<file path="src/rtl/simon_pkg.sv">
// Shared types and helpers for the parametrised Simon game controller.
// Tone codes above the key range select the win and loss sounds.
package simon_pkg;

   typedef enum logic [4:0] {
      S_IDLE, S_INIT, S_GEN,
      S_SADDR, S_SWAIT, S_SON, S_SOFF,
      S_IADDR, S_IWAIT, S_IPOLL, S_ION, S_IOFF,
      S_EON, S_EOFF, S_LON, S_LOFF, S_WON, S_WOFF
   } state_t;

   localparam int TONE_W = 4;

   typedef struct packed {
      logic              play;
      logic [TONE_W-1:0] code;
   } tone_t;

   // Index width that never collapses to zero bits.
   function automatic int width_of(input int n);
      return (n <= 2) ? 1 : $clog2(n);
   endfunction

   function automatic logic [TONE_W-1:0] tone_win(input int num_keys);
      return TONE_W'(num_keys);
   endfunction

   function automatic logic [TONE_W-1:0] tone_loss(input int num_keys);
      return TONE_W'(num_keys + 1);
   endfunction

endpackage

</file>
<file path="src/rtl/simon_game_param_tone.sv">
// Square-wave tone generator: the code selects a half period in clock cycles,
// and dropping play silences the output and clears the divider.
module simon_tone_gen
   import simon_pkg::*;
#(
   parameter int NUM_KEYS = 4
) (
   input  logic              clock,
   input  logic              reset_n,
   input  logic              play,
   input  logic [TONE_W-1:0] code,
   output logic              speaker
);

   logic [TONE_W-1:0] half;
   logic [TONE_W-1:0] div;

   always_comb begin
      half = TONE_W'(2);
      if (code < TONE_W'(NUM_KEYS))
         half = code + TONE_W'(3);
      else if (code == tone_win(NUM_KEYS))
         half = TONE_W'(NUM_KEYS + 3);
   end

   // '>=' keeps the divider sane if the code changes mid-period.
   always_ff @(posedge clock) begin
      if (!reset_n || !play) begin
         div     <= '0;
         speaker <= 1'b0;
      end else if (div >= half - TONE_W'(1)) begin
         div     <= '0;
         speaker <= ~speaker;
      end else begin
         div <= div + TONE_W'(1);
      end
   end

endmodule

</file>
<file path="src/rtl/simon_game_param.sv">
// Simon memory-sequence game controller: shows a growing random key sequence,
// checks the player's echo, and blinks win/loss patterns with audio.
module simon_game_param
   import simon_pkg::*;
#(
   parameter int NUM_KEYS  = 4,
   parameter int SEQ_DEPTH = 32,
   parameter int CNT_W     = 6,
   parameter int COUNT_SEQ = 33,
   parameter int COUNT_KEY = 33,
   parameter int COUNT_FIN = 8,
   parameter int DEC_SEQ   = 1,
   parameter int MIN_TB    = 4,
   parameter int RETRIES   = 2
) (
   input  logic                         clock,
   input  logic                         reset_n,
   input  logic                         start,
   input  logic                         mode,
   input  logic [NUM_KEYS-1:0]          k,
   output logic                         nloss,
   output logic [NUM_KEYS-1:0]          nl,
   output logic                         speaker,
   output logic [$clog2(SEQ_DEPTH):0]   score,
   output logic                         busy
);

   localparam int KW = width_of(NUM_KEYS);
   localparam int AW = $clog2(SEQ_DEPTH);
   localparam int SW = AW + 1;
   localparam int TW = width_of(RETRIES + 1);

   state_t              state_q, state_d;
   logic [CNT_W-1:0]    count_q, count_d;
   logic [CNT_W-1:0]    tb_q, tb_d;
   logic [AW-1:0]       scan_q, scan_d;
   logic [AW-1:0]       max_q, max_d;
   logic [SW-1:0]       score_q, score_d;
   logic [TW-1:0]       tries_q, tries_d;
   logic                practice_q, practice_d;
   logic                nloss_q, nloss_d;
   logic [NUM_KEYS-1:0] nl_q, nl_d;
   tone_t               tone_q, tone_d;
   logic [KW-1:0]       rnd_q;
   logic [KW-1:0]       rdata_q;
   logic [KW-1:0]       mem [SEQ_DEPTH];
   logic                wr_en;

   logic                key_hit;
   logic [KW-1:0]       key_idx;
   logic [NUM_KEYS-1:0] exp_mask, key_mask;
   logic                cnt_zero;

   // Free-running key picker; the player's timing supplies the randomness.
   always_ff @(posedge clock) begin
      if (!reset_n)
         rnd_q <= '0;
      else if (rnd_q == KW'(NUM_KEYS - 1))
         rnd_q <= '0;
      else
         rnd_q <= rnd_q + KW'(1);
   end

   always_ff @(posedge clock) begin
      if (wr_en)
         mem[max_q] <= rnd_q;
      rdata_q <= mem[scan_q];
   end

   always_comb begin
      key_hit = |k;
      key_idx = '0;
      for (int i = NUM_KEYS - 1; i >= 0; i--)
         if (k[i]) key_idx = KW'(i);
   end

   assign exp_mask = NUM_KEYS'(1) << rdata_q;
   assign key_mask = NUM_KEYS'(1) << key_idx;
   assign cnt_zero = (count_q == '0);

   always_comb begin
      state_d    = state_q;
      count_d    = count_q;
      tb_d       = tb_q;
      scan_d     = scan_q;
      max_d      = max_q;
      score_d    = score_q;
      tries_d    = tries_q;
      practice_d = practice_q;
      nloss_d    = nloss_q;
      nl_d       = nl_q;
      tone_d     = tone_q;
      wr_en      = 1'b0;

      case (state_q)
         S_IDLE: ;
         S_INIT: begin
            nloss_d    = 1'b0;
            nl_d       = '0;
            tone_d     = '0;
            score_d    = '0;
            max_d      = '0;
            tb_d       = CNT_W'(COUNT_SEQ);
            tries_d    = TW'(RETRIES);
            practice_d = mode;
            state_d    = S_GEN;
         end
         S_GEN: begin
            wr_en   = 1'b1;
            scan_d  = '0;
            state_d = S_SADDR;
         end
         S_SADDR: state_d = S_SWAIT;
         S_SWAIT: begin
            nl_d    = exp_mask;
            tone_d  = '{play: 1'b1, code: TONE_W'(rdata_q)};
            count_d = tb_q;
            state_d = S_SON;
         end
         S_SON, S_ION, S_EON: begin
            if (cnt_zero) begin
               nl_d        = '0;
               tone_d.play = 1'b0;
               count_d     = tb_q;
               state_d     = (state_q == S_SON) ? S_SOFF :
                             (state_q == S_ION) ? S_IOFF : S_EOFF;
            end else begin
               count_d = count_q - CNT_W'(1);
            end
         end
         S_SOFF: begin
            if (!cnt_zero)
               count_d = count_q - CNT_W'(1);
            else if (scan_q != max_q) begin
               scan_d  = scan_q + AW'(1);
               state_d = S_SADDR;
            end else begin
               scan_d  = '0;
               state_d = S_IADDR;
            end
         end
         S_IADDR: state_d = S_IWAIT;
         S_IWAIT: begin
            count_d = CNT_W'(COUNT_KEY);
            state_d = S_IPOLL;
         end
         S_IPOLL: begin
            if (key_hit) begin
               nl_d    = key_mask;
               count_d = tb_q;
               if (key_idx == rdata_q) begin
                  tone_d  = '{play: 1'b1, code: TONE_W'(key_idx)};
                  state_d = S_ION;
               end else begin
                  tone_d  = '{play: 1'b1, code: tone_loss(NUM_KEYS)};
                  state_d = S_EON;
               end
            end else if (cnt_zero) begin
               // Timeout miss: no key to light, loss tone only.
               nl_d    = '0;
               tone_d  = '{play: 1'b1, code: tone_loss(NUM_KEYS)};
               count_d = tb_q;
               state_d = S_EON;
            end else begin
               count_d = count_q - CNT_W'(1);
            end
         end
         S_IOFF: begin
            if (!cnt_zero)
               count_d = count_q - CNT_W'(1);
            else if (scan_q != max_q) begin
               scan_d  = scan_q + AW'(1);
               state_d = S_IADDR;
            end else if (max_q != AW'(SEQ_DEPTH - 1)) begin
               max_d   = max_q + AW'(1);
               score_d = score_q + SW'(1);
               tb_d    = (tb_q >= CNT_W'(MIN_TB + DEC_SEQ)) ? tb_q - CNT_W'(DEC_SEQ)
                                                            : CNT_W'(MIN_TB);
               state_d = S_GEN;
            end else begin
               score_d = score_q + SW'(1);
               nl_d    = '1;
               tone_d  = '{play: 1'b1, code: tone_win(NUM_KEYS)};
               count_d = CNT_W'(COUNT_FIN);
               state_d = S_WON;
            end
         end
         S_EOFF: begin
            if (!cnt_zero)
               count_d = count_q - CNT_W'(1);
            else if (practice_q && tries_q != '0) begin
               tries_d = tries_q - TW'(1);
               scan_d  = '0;
               state_d = S_SADDR;
            end else begin
               nloss_d = 1'b1;
               nl_d    = exp_mask;
               tone_d  = '{play: 1'b1, code: tone_loss(NUM_KEYS)};
               count_d = CNT_W'(COUNT_FIN);
               state_d = S_LON;
            end
         end
         S_LON, S_WON: begin
            if (cnt_zero) begin
               nl_d        = '0;
               tone_d.play = 1'b0;
               count_d     = CNT_W'(COUNT_FIN);
               state_d     = (state_q == S_LON) ? S_LOFF : S_WOFF;
            end else begin
               count_d = count_q - CNT_W'(1);
            end
         end
         S_LOFF: begin
            if (cnt_zero) begin
               nl_d    = exp_mask;
               tone_d  = '{play: 1'b1, code: tone_loss(NUM_KEYS)};
               count_d = CNT_W'(COUNT_FIN);
               state_d = S_LON;
            end else begin
               count_d = count_q - CNT_W'(1);
            end
         end
         S_WOFF: begin
            if (cnt_zero) begin
               nl_d    = '1;
               tone_d  = '{play: 1'b1, code: tone_win(NUM_KEYS)};
               count_d = CNT_W'(COUNT_FIN);
               state_d = S_WON;
            end else begin
               count_d = count_q - CNT_W'(1);
            end
         end
         default: state_d = S_IDLE;
      endcase

      // start aborts anything in flight and blanks the panel immediately.
      if (start) begin
         state_d     = S_INIT;
         nl_d        = '0;
         tone_d.play = 1'b0;
         score_d     = '0;
         nloss_d     = 1'b0;
      end
   end

   always_ff @(posedge clock) begin
      if (!reset_n) begin
         state_q    <= S_IDLE;
         count_q    <= '0;
         tb_q       <= '0;
         scan_q     <= '0;
         max_q      <= '0;
         score_q    <= '0;
         tries_q    <= '0;
         practice_q <= 1'b0;
         nloss_q    <= 1'b0;
         nl_q       <= '0;
         tone_q     <= '0;
      end else begin
         state_q    <= state_d;
         count_q    <= count_d;
         tb_q       <= tb_d;
         scan_q     <= scan_d;
         max_q      <= max_d;
         score_q    <= score_d;
         tries_q    <= tries_d;
         practice_q <= practice_d;
         nloss_q    <= nloss_d;
         nl_q       <= nl_d;
         tone_q     <= tone_d;
      end
   end

   simon_tone_gen #(.NUM_KEYS(NUM_KEYS)) u_tone (
      .clock   (clock),
      .reset_n (reset_n),
      .play    (tone_q.play),
      .code    (tone_q.code),
      .speaker (speaker)
   );

   assign nloss = nloss_q;
   assign nl    = nl_q;
   assign score = score_q;
   assign busy  = (state_q != S_IDLE);

endmodule

</file>
<file path="config.mk">
export PLATFORM = sky130hd
export DESIGN_NAME = simon_game_param
export DESIGN_NICKNAME = d
export VERILOG_FILES = /design/src/rtl/simon_pkg.sv /design/src/rtl/simon_game_param_tone.sv /design/src/rtl/simon_game_param.sv
export SDC_FILE = /design/constraint.sdc
export NUM_CORES = 1
export LEC_CHECK = 0
export BUFFER_PORTS_ARGS = -buffer_cell sky130_fd_sc_hd__buf_2
export CORE_MARGIN = 2
export CORE_UTILIZATION = 50
export DETAILED_ROUTE_END_ITERATION = 7
export HOLD_SLACK_MARGIN = 0.15
export MAX_ROUTING_LAYER = met4
export PLACE_DENSITY = 0.67
export SLEW_MARGIN = 5
export SYNTH_ARGS = -nofsm -noshare
export SYNTH_HDL_FRONTEND = slang
export SYNTH_SLANG_ARGS = --single-unit
</file>
<file path="constraint.sdc">
create_clock -name clock -period 4 [get_ports clock]
set_input_delay 0.8 -clock clock [delete_from_list [all_inputs] [get_ports clock]]
set_output_delay 0.8 -clock clock [all_outputs]
set_load 0.05 [all_outputs]
</file>
### Yosys cells after proc, flatten, opt, wreduce, memory -nomap -nowiden

Memories as Yosys holds them, arrays and structs flattened. A register that Yosys moved wholly into a read port is not among the register bits.
Cells that the tools add are included.

* output and inout port bits: 13
* latch bits: 0
* RAM bits: 64
* bits of input ports: 8
* memories: 1
* bits in read-only memories: 0
* register bits: 53
* logic and storage cells: 203

* equality and inequality tests: 50
* shift operators: 2
* divide/modulo/power cells: 0
* $mul: 0
* multiplexer cells: 85
* order comparisons: 3
* bitwise logic cells: 3
* reductions and logical operators: 33
* $add $sub $neg: 10

Memories
* mem: words 32, bits a word 2, read ports 1, clocked after Yosys merged registers in 1, wr ports 1, line simon_game_param.sv:46 `logic [KW-1:0] mem [SEQ_DEPTH];`

Operator list (count)
* $mux 5: 29
* $mux 6: 15
* $pmux 5 s15: 1
* $mux 4: 12
* $pmux 6 s8: 1
* $eq 5x4->1 const B: 8
* $ne 3x3->1 const B: 11
* $pmux 4 s8: 1
* $ne 2x2->1 const B: 15
* $pmux 4 s7: 1
* $pmux 6 s2: 2
* $eq 5x3->1 const B: 4
* $pmux 5 s4: 1
* $reduce_and 9->1: 2
* $reduce_and 8->1: 2
* $reduce_bool 8->1: 2
* $mux 3: 5
* $mux 2: 6
* $sub 6x1->6 const B: 2
* $add 5x1->5 const B: 2
* $eq 5x2->1 const B: 2
* $eq 5x5->1 const B: 2
* $pmux 5 s2: 1
* $reduce_and 3->1: 3
* 40 further kinds: 56

### Longest topological paths before layout

* word-level depth: 9
* gate-level depth with buffers: 12
* mapped depth without buffers: 12

### By module

A second synthesis with hierarchy kept.

* cell total of the unflattened synthesis: 656
* area, all modules: 6611.3 µm²

Modules (own cells, without submodules)
* simon_game_param: sequential area each 2922.8 µm², area each 6227.2 µm², instances 1, cells each 615
* simon_tone_gen: sequential area each 100.1 µm², area each 384.1 µm², instances 1, cells each 41

### Worst setup path after synthesis

No wires, ideal clock.

* path kind: reg-to-reg
* start point: register tone_q[0] (netlist bit)
* end point: register u_tone.speaker
* library setup time: 115 ps
* path slack: 1697 ps
* period minus slack after synthesis: 2303 ps
* arrival: 2188 ps
* required time: 3885 ps
* stages on the path, launching flop included: 11
* path buffers: 0
* path through: dfxtp_1 > inv_1 > ha_1 > nor3b_1 > ha_1 > ha_1 > a21o_1 > a21o_1 > a21oi_1 > xnor2_1 > and3_1

* longest elaborated chain between the ends: 5
* elaborated cells on any way between the ends: 7
* classes of those cells: add/sub (2); order compare (2); eq/ne (1); mux (2)

Ends and longest elaborated chain
* start, declared: line simon_game_param.sv:43 `tone_t tone_q, tone_d;`
* start signal, assigned: line simon_game_param.sv:270 `tone_q <= tone_d;`
* branches (longest 2 deep; another with $add 4x2->4)
* $mux 4 (*): line simon_game_param_tone.sv:20 `if (code < TONE_W'(NUM_KEYS))`
* $sub 4x1->4 (*): line simon_game_param_tone.sv:31 `end else if (div >= half - TONE_W'(1)) begin`
* $ge 4x4->1 (*): line simon_game_param_tone.sv:31
* end signal, assigned: line simon_game_param_tone.sv:33 `speaker <= ~speaker;`
* end, declared: line simon_game_param_tone.sv:12 `output logic speaker`

Mark *: on every way between the ends.
A chain may end at the register's enable or synchronous reset.

### Worst setup path in the final report

* start point: register state_q[2]
* end point: output busy

* longest elaborated chain between the ends: 1

Ends and longest elaborated chain
* start, declared: line simon_game_param.sv:33 `state_t state_q, state_d;`
* start signal, assigned: line simon_game_param.sv:260 `state_q <= state_d;`
* $reduce_bool 5->1: line simon_game_param.sv:285 `assign busy = (state_q != S_IDLE);`
* end, declared: line simon_game_param.sv:25 `output logic busy`

No other way between the ends.

==> impl_metrics.csv <==
group,metric,value,unit
synth,syn-cell-area,6590,µm²
synth,yosys_warnings,0,
final_layout,fin_util,58.1,%
critical_path,arrival,2.16,ns
drt,avgViaCountPerCell,6.21,
sta,rsz0062_at_grt,"no",
job,maxCapViolations,0,
sta,hold_ws,0.461,ns
clock_network,clock_path_buffers,2,
critical_path,cp_cell_sequence,"buf_4 > nor2_2 > nand2_1 > buf_2",
place,place_inst,811,
floorplan,rows,41,
global_routing,use_met3,5.89,%
pwr,p_per_area,408,nW/µm²
synth,synth_enable_flop_cells,64,
global_routing,grt_pass1_vias,5135,
drt,routed_wl,16.5,mm
critical_path,start_kind,"flip-flop",
critical_path,crit_start,"state_q[2]",
drt,drc,0,
sta,fin_crit,2.96,ns
final_layout,diodes,0,
critical_path,required,3.20,ns
floorplan,die_area,14100,µm²
sta,fin_setup_tns,0,ns
synth,synth-seq-cells,119,
clock_network,post_cts_buffers,0,
sta,hold_viol,0,
clock_network,cts_resized,0,
final_layout,fin_nets,686,
global_routing,grt_max_degree,35,
critical_path,cp_max_fo,24,
clock_network,cts_sinks,119,
sta,clock_skew,0.00573,ns
critical_path,r2r-start,"state_q[2]",
final_layout,drive_above_1_share,14.5,%
clock_network,cts-buffers-inserted,17,
synth,syn_area_per_cell,10.2,µm²
floorplan,io_pins,21,
clock_network,htree_levels,4,
pwr,power.leakage,2.60,nW
place,dp.final_hpwl,11.6,mm
synth,yosysUniqueCellTypes,83,
critical_path,slowest_stage,"dfxtp_1",
critical_path,crit_type,"flip-flop to output pin",
critical_path,slowest_delay,0.58,ns
place,io_buffers,20,
pwr,ir_drop,373,µV
synth,ys_seq_area_share,45.9,%
critical_path,path_delay_family,"buffers and inverters",
clock_network,cts_tree,"built",
global_routing,grtUsageMet1,32.9,%
final_layout,fin_cells,843,
synth,async_reset_ff_share,0,%
global_routing,grt_usage,25.2,%
global_routing,grt_overflow,0,
sta,setup_violations,0,
sta,slew_viol_final,0,
synth,syn_inst,643,
critical_path,cp.buffers_inverters,2,
drt,routedWlPerCell,19.6,µm
place,gp_congestion,0.967,
critical_path,crit_path_end_kind,"output pin",
global_routing,grt-busiest-layer,"met2",
clock_network,clk_pin_slew,0.05,ns
floorplan,start_util,51.8,%
synth,syn_nets,671,
floorplan,fp.coreArea,12700,µm²
sta,max_freq,0.338,GHz
floorplan,die_w,119,µm
sta,period_share,73.9,%
final_layout,final_common_cell,"nor2_1",
floorplan,die_h,119,µm
drt,dr.first_iter.drc_count,467,
final_layout,synthToLayoutAreaGrowth,12.1,%
global_routing,grt_pass1_wl,27.1,mm
run_status,outcome,"complete, no violations",
drt,vias,5232,
sta,worst_slew_pin_slew,1.07,ns
clock_network,cts-root-buf,"clkbuf_16",
drt,ant_nets,0,
hold_path,holdCritPathClass,"flip-flop to flip-flop",
pwr,total_power,3.01,mW
sta,max_slew_margin,28.4,%
hold_path,hp-start,"u_tone.div[0]",
synth,synthFlopType,"edfxtp_1",
drt,drtPass1Iterations,5,
final_layout,mostFrequentLayoutCells,"88 x nor2_1, 64 x edfxtp_1, 55 x dfxtp_1, 48 x nand2_1, 34 x a21oi_1",
clock_network,clkLatencyLatePin,0.41,ns
global_routing,met2_usage,38.0,%
global_routing,antenna_found_initial,0,
clock_network,cts_hold_buf,0,
-- state kept, by name, indices dropped and copies added (netlist names) --
register,cells
practice_q,1
nloss,1
nl,4
max_q,5
u_tone.div,4
tries_q,2
scan_q,5
mem,64
rdata_q,2
tone_q,5
u_tone.speaker,1
count_q,6
rnd_q,2
score,6
tb_q,6
state_q,5
-- layer usage --
| metal | share of wire [%] | vias up |
|---|---|---|
| li1 | - | 2451 |
| met1 | 44 | 2553 |
| met2 | 47 | 202 |
| met3 | 7.2 | 26 |
| met4 | 1.9 | 0 |
| met5 | 0 | - |
-- cell type report --
class / count / area (µm²)
Clock buffer: 19 / 433
Clock inverter: 13 / 156
Fill cell: 1118 / 5330
Inverter: 18 / 67.6
Multi-Input combinational cell: 473 / 3330
Sequential cell: 119 / 3020
Tap cell: 172 / 215
Timing Repair Buffer: 29 / 168
-- through the flow --
step	cell area [µm²]	setup WS (ns)
floorplan	6590	1.70
global placement	6800	1.37
detailed placement	6800	1.36
CTS	7390	1.10
global route	7390	0.983
finish	7390	1.04
-- kinds of logic after synthesis --
family	count (synthesis)	share of synthesized area [%]
DFF	119	45.9
muxes	27	8.32
and+or+nand+nor	254	19.6
AOI/OAI and AO/OA	145	15.2
adders and majority gates	21	3.95
buffers and inverters	51	3.66
xor gates and xnor gates	26	3.46
-- worst register-to-register path, cell delays in order, from the launching register on --
cell	delay (ns)
dfxtp_1	0.58
or3b_4	0.56
a21oi_2	0.27
o211ai_1	0.14
o21ai_1	0.67
o2111ai_1	0.20
o211a_1	0.17
-- power breakdown --
group | leakage [nW] | switching, mW | total [mW] | internal [mW]
clock network | 0.280 | 0.540 | 1.51 | 0.973
registers | 1.03 | 0.0425 | 1.36 | 1.32
logic | 1.29 | 0.0878 | 0.141 | 0.0536
total | 2.60 | 0.670 | 3.01 | 2.34
-- synth_stat cells, drive strengths merged (3+ instances only) --
master | count | area (µm²)
a211o | 3 | 26.3
a211oi | 7 | 52.6
a21o | 8 | 60.1
a21oi | 36 | 188
a22oi | 7 | 52.6
a31oi | 14 | 93.8
a32o | 5 | 50.1
and2 | 4 | 25.0
and3 | 7 | 43.8
buf | 22 | 131
clkbuf | 11 | 42.5
dfxtp | 55 | 1100
edfxtp | 64 | 1920
ha | 20 | 250
inv | 18 | 67.6
mux2 | 4 | 45.0
mux2i | 3 | 30.0
mux4 | 20 | 473
nand2 | 48 | 180
nand2b | 14 | 87.6
nand3 | 27 | 140
nand3b | 7 | 52.6
nand4 | 7 | 43.8
nor2 | 89 | 337
nor2b | 8 | 50.1
nor3 | 16 | 95.1
nor3b | 3 | 22.5
nor4 | 3 | 40.0
o211ai | 4 | 30.0
o21a | 4 | 30.0
o21ai | 28 | 144
o221ai | 4 | 35.0
o311ai | 3 | 26.3
or2 | 4 | 25.0
or3 | 6 | 37.5
or3b | 3 | 28.8
xnor2 | 10 | 87.6
xor2 | 16 | 140
-- worst paths after layout --
path,to,slack [ns],cells after the start
worst max-delay path,busy,1.04,4
worst min register to register,u_tone.div[0],0.46,1
worst max register to register,count_q[0],1.29,6
worst min-delay path,u_tone.div[0],0.46,1
(Power assumes the default switching activity.)
